File: config.mk
export PLATFORM = sky130hd
export DESIGN_NAME = mem_bus_master_flat
export DESIGN_NICKNAME = d
export VERILOG_FILES = /design/src/rtl/mem_bus_master_pkg.sv /design/src/rtl/mem_bus_master_if.sv /design/src/rtl/mem_bus_master_timeout_ctr.sv /design/src/rtl/mem_bus_master.sv /design/src/flat_wrapper.sv
export SDC_FILE = /design/constraint.sdc
export NUM_CORES = 1
export LEC_CHECK = 0
export CELL_PAD_IN_SITES_DETAIL_PLACEMENT = 0
export CELL_PAD_IN_SITES_GLOBAL_PLACEMENT = 1
export CORE_UTILIZATION = 31
export DETAILED_ROUTE_END_ITERATION = 7
export GPL_ROUTABILITY_DRIVEN = 0
export PLACE_DENSITY = 0.9
export SYNTH_ARGS = -nofsm -noshare
export SYNTH_HDL_FRONTEND = slang
export SYNTH_HIERARCHICAL = 1
export SYNTH_SLANG_ARGS = --single-unit
File: constraint.sdc
create_clock -name clk -period 1.74 [get_ports clk]
set_clock_uncertainty 0.1 [all_clocks]
set_input_delay 0.174 -clock clk [delete_from_list [all_inputs] [get_ports clk]]
set_output_delay 0.174 -clock clk [all_outputs]
set_load 0.02 [all_outputs]
File: src/rtl/mem_bus_master_pkg.sv
// rtl/mem_bus_master_pkg.sv - shared types and helpers for the sequencer bus master
package mips_bus_pkg;

    typedef enum logic [1:0] {IDLE, BUS, DONE, ERR} bus_state_t;

    localparam logic [3:0] BE_WORD = 4'b1111;

    function automatic logic is_word_aligned(input logic [1:0] addr_lsb);
        return addr_lsb == 2'b00;
    endfunction

endpackage

File: src/rtl/mem_bus_master_if.sv
// rtl/mem_bus_master_if.sv - Avalon-MM style master/slave bus bundle
interface mem_bus_master_if #(
    parameter int unsigned ADDR_W = 32,
    parameter int unsigned DATA_W = 32
);
    logic [ADDR_W-1:0] avm_address;
    logic              avm_read;
    logic              avm_write;
    logic [DATA_W-1:0] avm_writedata;
    logic [3:0]        avm_byteenable;
    logic              avm_waitrequest;
    logic [DATA_W-1:0] avm_readdata;

    modport master (
        output avm_address, avm_read, avm_write, avm_writedata, avm_byteenable,
        input  avm_waitrequest, avm_readdata
    );

    modport slave (
        input  avm_address, avm_read, avm_write, avm_writedata, avm_byteenable,
        output avm_waitrequest, avm_readdata
    );
endinterface

File: src/rtl/mem_bus_master_timeout_ctr.sv
// rtl/mem_bus_master_timeout_ctr.sv - wait-state counter with expiry flag (BUS_TIMEOUT_EN builds)
module bus_timeout_ctr #(
    parameter int unsigned TIMEOUT_CYCLES = 256
) (
    input  logic clk,
    input  logic rst_n,
    input  logic clear_i,
    input  logic inc_i,
    output logic expired_o
);
    localparam int unsigned CW = ($clog2(TIMEOUT_CYCLES) > 0) ? $clog2(TIMEOUT_CYCLES) : 1;
    localparam logic [CW-1:0] LAST = CW'(TIMEOUT_CYCLES - 1);

    logic [CW-1:0] count_q, count_d;

    always_comb begin
        count_d = count_q;
        if (clear_i)
            count_d = '0;
        else if (inc_i)
            count_d = count_q + 1'b1;
    end

    always_ff @(posedge clk or negedge rst_n) begin
        if (!rst_n)
            count_q <= '0;
        else
            count_q <= count_d;
    end

    assign expired_o = inc_i && (count_q == LAST);
endmodule

File: src/rtl/mem_bus_master.sv
// rtl/mem_bus_master.sv - sequencer-to-Avalon master, one outstanding access; BUS_TIMEOUT_EN adds wait-state abort
module mem_bus_master
    import mips_bus_pkg::*;
#(
    parameter int unsigned ADDR_W         = 32,
    parameter int unsigned DATA_W         = 32,
    parameter int unsigned TIMEOUT_CYCLES = 256
) (
    input  logic              clk,
    input  logic              rst_n,
    input  logic              req_read,
    input  logic              req_write,
    input  logic [ADDR_W-1:0] req_addr,
    input  logic [DATA_W-1:0] req_wdata,
    input  logic [3:0]        req_be,
    output logic              stall,
    output logic [DATA_W-1:0] rdata,
    output logic              rdata_valid,
    output logic              err,
    mem_bus_master_if.master  avm
);
    bus_state_t        state_q, state_d;
    logic [ADDR_W-1:0] addr_q;
    logic [DATA_W-1:0] wdata_q, rdata_q;
    logic [3:0]        be_q;
    logic              is_read_q;
    logic              load, capture, timeout_hit;

`ifdef BUS_TIMEOUT_EN
    bus_timeout_ctr #(.TIMEOUT_CYCLES(TIMEOUT_CYCLES)) u_timeout (
        .clk       (clk),
        .rst_n     (rst_n),
        .clear_i   (state_q != BUS),
        .inc_i     ((state_q == BUS) && avm.avm_waitrequest),
        .expired_o (timeout_hit)
    );
`else
    assign timeout_hit = 1'b0;
`endif

    always_comb begin
        state_d = state_q;
        load    = 1'b0;
        capture = 1'b0;
        unique case (state_q)
            IDLE: begin
                if (req_read && req_write) begin
                    state_d = ERR;
                end else if (req_read || req_write) begin
                    load    = 1'b1;
                    state_d = is_word_aligned(req_addr[1:0]) ? BUS : ERR;
                end
            end
            BUS: begin
                if (!avm.avm_waitrequest) begin
                    capture = is_read_q;
                    state_d = DONE;
                end else if (timeout_hit) begin
                    state_d = ERR;
                end
            end
            DONE:    state_d = IDLE;
            ERR:     state_d = IDLE;
            default: state_d = IDLE;
        endcase
    end

    always_ff @(posedge clk or negedge rst_n) begin
        if (!rst_n) begin
            state_q   <= IDLE;
            addr_q    <= '0;
            wdata_q   <= '0;
            be_q      <= '0;
            is_read_q <= 1'b0;
            rdata_q   <= '0;
        end else begin
            state_q <= state_d;
            if (load) begin
                addr_q    <= {req_addr[ADDR_W-1:2], 2'b00};
                wdata_q   <= req_wdata;
                be_q      <= req_be;
                is_read_q <= req_read;
            end
            if (capture)
                rdata_q <= avm.avm_readdata;
        end
    end

    // Strobes decode only registered state, so they never glitch on request edges.
    assign avm.avm_read       = (state_q == BUS) && is_read_q;
    assign avm.avm_write      = (state_q == BUS) && !is_read_q;
    assign avm.avm_address    = addr_q;
    assign avm.avm_writedata  = wdata_q;
    assign avm.avm_byteenable = be_q;

    // rst_n gating keeps stall low while reset is held even if requests stay high.
    assign stall       = rst_n && (((state_q == IDLE) && (req_read || req_write)) || (state_q == BUS));
    assign rdata       = rdata_q;
    assign rdata_valid = (state_q == DONE) && is_read_q;
    assign err         = (state_q == ERR);
endmodule
File: src/flat_wrapper.sv
// flat-port wrapper written by rule: the top's interface ports become plain ports
module mem_bus_master_flat import mips_bus_pkg::*;
#(
    parameter int unsigned ADDR_W         = 32,
    parameter int unsigned DATA_W         = 32,
    parameter int unsigned TIMEOUT_CYCLES = 256
)
  (clk, rst_n, req_read, req_write, req_addr, req_wdata, req_be, stall, rdata, rdata_valid, err, avm_avm_address, avm_avm_read, avm_avm_write, avm_avm_writedata, avm_avm_byteenable, avm_avm_waitrequest, avm_avm_readdata);
  mem_bus_master_if #(.ADDR_W(ADDR_W), .DATA_W(DATA_W)) avm_i ();
  input  logic clk;
  input  logic rst_n;
  input  logic req_read;
  input  logic req_write;
  input  logic [ADDR_W-1:0] req_addr;
  input  logic [DATA_W-1:0] req_wdata;
  input  logic [3:0] req_be;
  output logic stall;
  output logic [DATA_W-1:0] rdata;
  output logic rdata_valid;
  output logic err;
  output wire logic [$bits(avm_i.avm_address)-1:0] avm_avm_address;
  output wire logic [$bits(avm_i.avm_read)-1:0] avm_avm_read;
  output wire logic [$bits(avm_i.avm_write)-1:0] avm_avm_write;
  output wire logic [$bits(avm_i.avm_writedata)-1:0] avm_avm_writedata;
  output wire logic [$bits(avm_i.avm_byteenable)-1:0] avm_avm_byteenable;
  input wire logic [$bits(avm_i.avm_waitrequest)-1:0] avm_avm_waitrequest;
  input wire logic [$bits(avm_i.avm_readdata)-1:0] avm_avm_readdata;
  assign avm_avm_address = avm_i.avm_address;
  assign avm_avm_read = avm_i.avm_read;
  assign avm_avm_write = avm_i.avm_write;
  assign avm_avm_writedata = avm_i.avm_writedata;
  assign avm_avm_byteenable = avm_i.avm_byteenable;
  assign avm_i.avm_waitrequest = avm_avm_waitrequest;
  assign avm_i.avm_readdata = avm_avm_readdata;
  mem_bus_master #(.ADDR_W(ADDR_W), .DATA_W(DATA_W), .TIMEOUT_CYCLES(TIMEOUT_CYCLES)) u_core (.clk(clk), .rst_n(rst_n), .req_read(req_read), .req_write(req_write), .req_addr(req_addr), .req_wdata(req_wdata), .req_be(req_be), .stall(stall), .rdata(rdata), .rdata_valid(rdata_valid), .err(err), .avm(avm_i));
endmodule
==> out/results.txt <==
Global Route Usage Sum - 15.0%
Synth Warn # - 6
Critical R2R Launch - u_core/state_q[0]$_DFFE_PN0P_
Mapped Avg Cell Area - 17.1 sq um
H-tree levels - 3
CTS tree - yes
Area growth, synth to finish - 68.8%
GRT Residual Overflow - 0
most common cell after layout, fill and taps aside - clkdlybuf4s50_1
critical path arrival - 1.82 ns
Hold Slack - 0.251 ns
DIE HEIGHT - 116 um
initial antenna violation count - 0
Sequential Area - 0.00253 sq mm
Max Root-Sink Buffers - 2
Setup CP Type - register to register
Initial Util - 31.7%
Area contributors post-synth - dfrtp_1 (63%), mux2_2 (16%), mux2_4 (11%)
crit-path max FO - 8
max cap viols - 0
register bit total from synthesis - 101
TNS Setup - 0 ns
nets - 562
Filler cells - 1065
maximum vdd drop - 0.00101 V
Critical Path Source - u_core/state_q[0]$_DFFE_PN0P_
Worst Path Required - 1.86 ns
critical path capture point type - register
dominant cell type by area after synthesis - dfrtp_1
Synth top area share - 63.2%
via-per-instance ratio - 4.30
multi-input logic area - 0.00139 sq mm
share of layout cells above drive strength 1 - 27.0%
vias in the first global route - 2820
1st-iter DRT viols - 125
CP Capture Point - u_core/avm.avm_writedata[16]$_DFFE_PN0P_
Yosys cell types - 23
Fin. Hold Viols - 0
Final Critical Period - 1.69 ns
CTS root buffer - clkbuf_16
Slew Limit Fails - 0
Tightest Pin Transition - 0.543 ns
period utilization - 97.4%
global-route wire length before repair - 15.0 mm
# IOs - 210
unrepaired setup endpoints after global routing - yes
Worst Setup Start Kind - register
Final setup viols - 0
Core ar. - 0.0126 sq mm
post-route antenna net violation count - 0
antenna cell count - 0
later-pin clock latency in the skew report - 0.34 ns
Inst Count DP - 608
post-route insts no fill - 632
status - finished, final reports clean
Pwr Density - 1930 mW/mm^2
Hold Crit Class - primary input to register
Reg2Reg Depth - 5
pin count of the biggest net entering global routing - 102
post-DP HPWL - 6.98 mm
Port Buffers - 207
Sink Count - 101
most frequent cells in the layout - clkdlybuf4s50_1 (199), dfrtp_1 (99), mux2_2 (48)
full die area - 0.0134 sq mm
CTS buffer count - 9
synthesized instance count - 234
# rows - 41
reg2reg end - u_core/avm.avm_writedata[16]$_DFFE_PN0P_
utilization after layout - 53.5%
Mapped Area - 0.00400 sq mm
wire length per cell - 15.8 um
reg-to-reg slack, setup - 0.05 ns
final worst slack - 0.0451 ns
die width - 116 um
Slew HR - 63.8%
DRT Pass-1 Iters - 4
Max Freq - 0.590 GHz
DR DRC count - 0
register clock-pin slew on the reported worst setup and hold paths - 0.06 ns
register area share after synthesis - 63.2%
dpl ws - -0.481 ns
via count - 2720
Leak Pwr - 2.84 nW
overall routed net length - 9.96 mm
-- routing by layer --
metal | global-route usage (%) | up-vias | share of wire, %
met5 | 0 | - | 0
met4 | 3.90 | 0 | 0.89
met3 | 6.64 | 6 | 9.4
met2 | 25.1 | 113 | 50
met1 | 17.4 | 1349 | 40
li1 | - | 1252 | -
-- cells in the mapped netlist --
cell / instances
a21oi_1: 1
and2_1: 1
and4bb_1: 1
buf_2: 4
buf_4: 3
buf_6: 6
conb_1: 1
dfrtp_1: 101
ha_1: 2
inv_1: 3
mux2_1: 12
mux2_2: 56
mux2_4: 30
mux2i_1: 1
nand2_1: 2
nand2b_1: 1
nor2_1: 3
nor2b_1: 1
nor3_1: 1
nor3b_1: 1
nor3b_2: 1
o32ai_1: 1
or2_2: 1
-- cell type report --
cell class | count | share of cell area (%)
Clock buffer | 11 | 3.60
Clock inverter | 5 | 0.890
Inverter | 3 | 0.167
Multi-Input combinational cell | 118 | 20.6
Sequential cell | 101 | 37.5
Tap cell | 172 | 3.19
Timing Repair Buffer | 222 | 34.1
-- per-stage QoR --
step / power [mW] / area, sq um
3_3_place_gp: 10.6 / 6290
4_1_cts: 13.1 / 6730
5_1_grt: 13.7 / 6750
2_1_floorplan: 7.63 / 4000
3_5_place_dp: 10.8 / 6290
6_report: 13.0 / 6750
-- repair_timing --
action                     4_1_cts  5_1_grt
pin swaps                        1        0
resized for setup               15       15
setup buffers                    3        1
hold endpoints to repair       101        0
setup endpoints to repair       64       40
hold buffers                     1        0
cloned                           3        0
-- kinds of logic after synthesis --
logic type	Yosys count	synth area share (%)
flip-flops	101	63.2
other	1	0.0938
adder cells (fa/ha/maj)	2	0.626
AO/OA/AOI/OAI	2	0.344
multiplexers	99	30.7
AND/OR/NAND/NOR	13	2.03
buffers and inverters	16	3.03
-- state kept, by name (all words and copies together), names as in the netlist --
name,cells
u_core/state_q,2
u_core/avm.avm_byteenable,4
u_core/avm.avm_writedata,32
u_core/rdata,32
u_core/is_read_q,1
u_core/avm.avm_address,30
-- critical path, cell delays in order (launching register included) --
cell and delay (ns):
dfrtp_2 0.45, nor3b_4 0.26, buf_6 0.19, buf_12 0.11, buf_12 0.14, mux2_4 0.31
-- how the worst min path moves through the flow --
stage / cells past startpoint / to / from
floorplan: 0 / u_core/avm.avm_address[10]$_DFFE_PN0P_ / rst_n
global placement: 2 / u_core/rdata[27]$_DFFE_PN0P_ / rst_n
detailed placement: 2 / u_core/rdata[27]$_DFFE_PN0P_ / rst_n
CTS: 4 / u_core/is_read_q$_DFFE_PN0P_ / req_read
global route: 4 / u_core/is_read_q$_DFFE_PN0P_ / req_read
finish: 4 / u_core/is_read_q$_DFFE_PN0P_ / req_read
-- where the power goes --
| group | internal [mW] | switching [mW] |
|---|---|---|
| clock | 1.15 | 0.835 |
| sequential | 3.56 | 0.666 |
| combinational | 3.89 | 2.94 |
| total | 8.61 | 4.44 |
(Power assumes the default switching activity.)
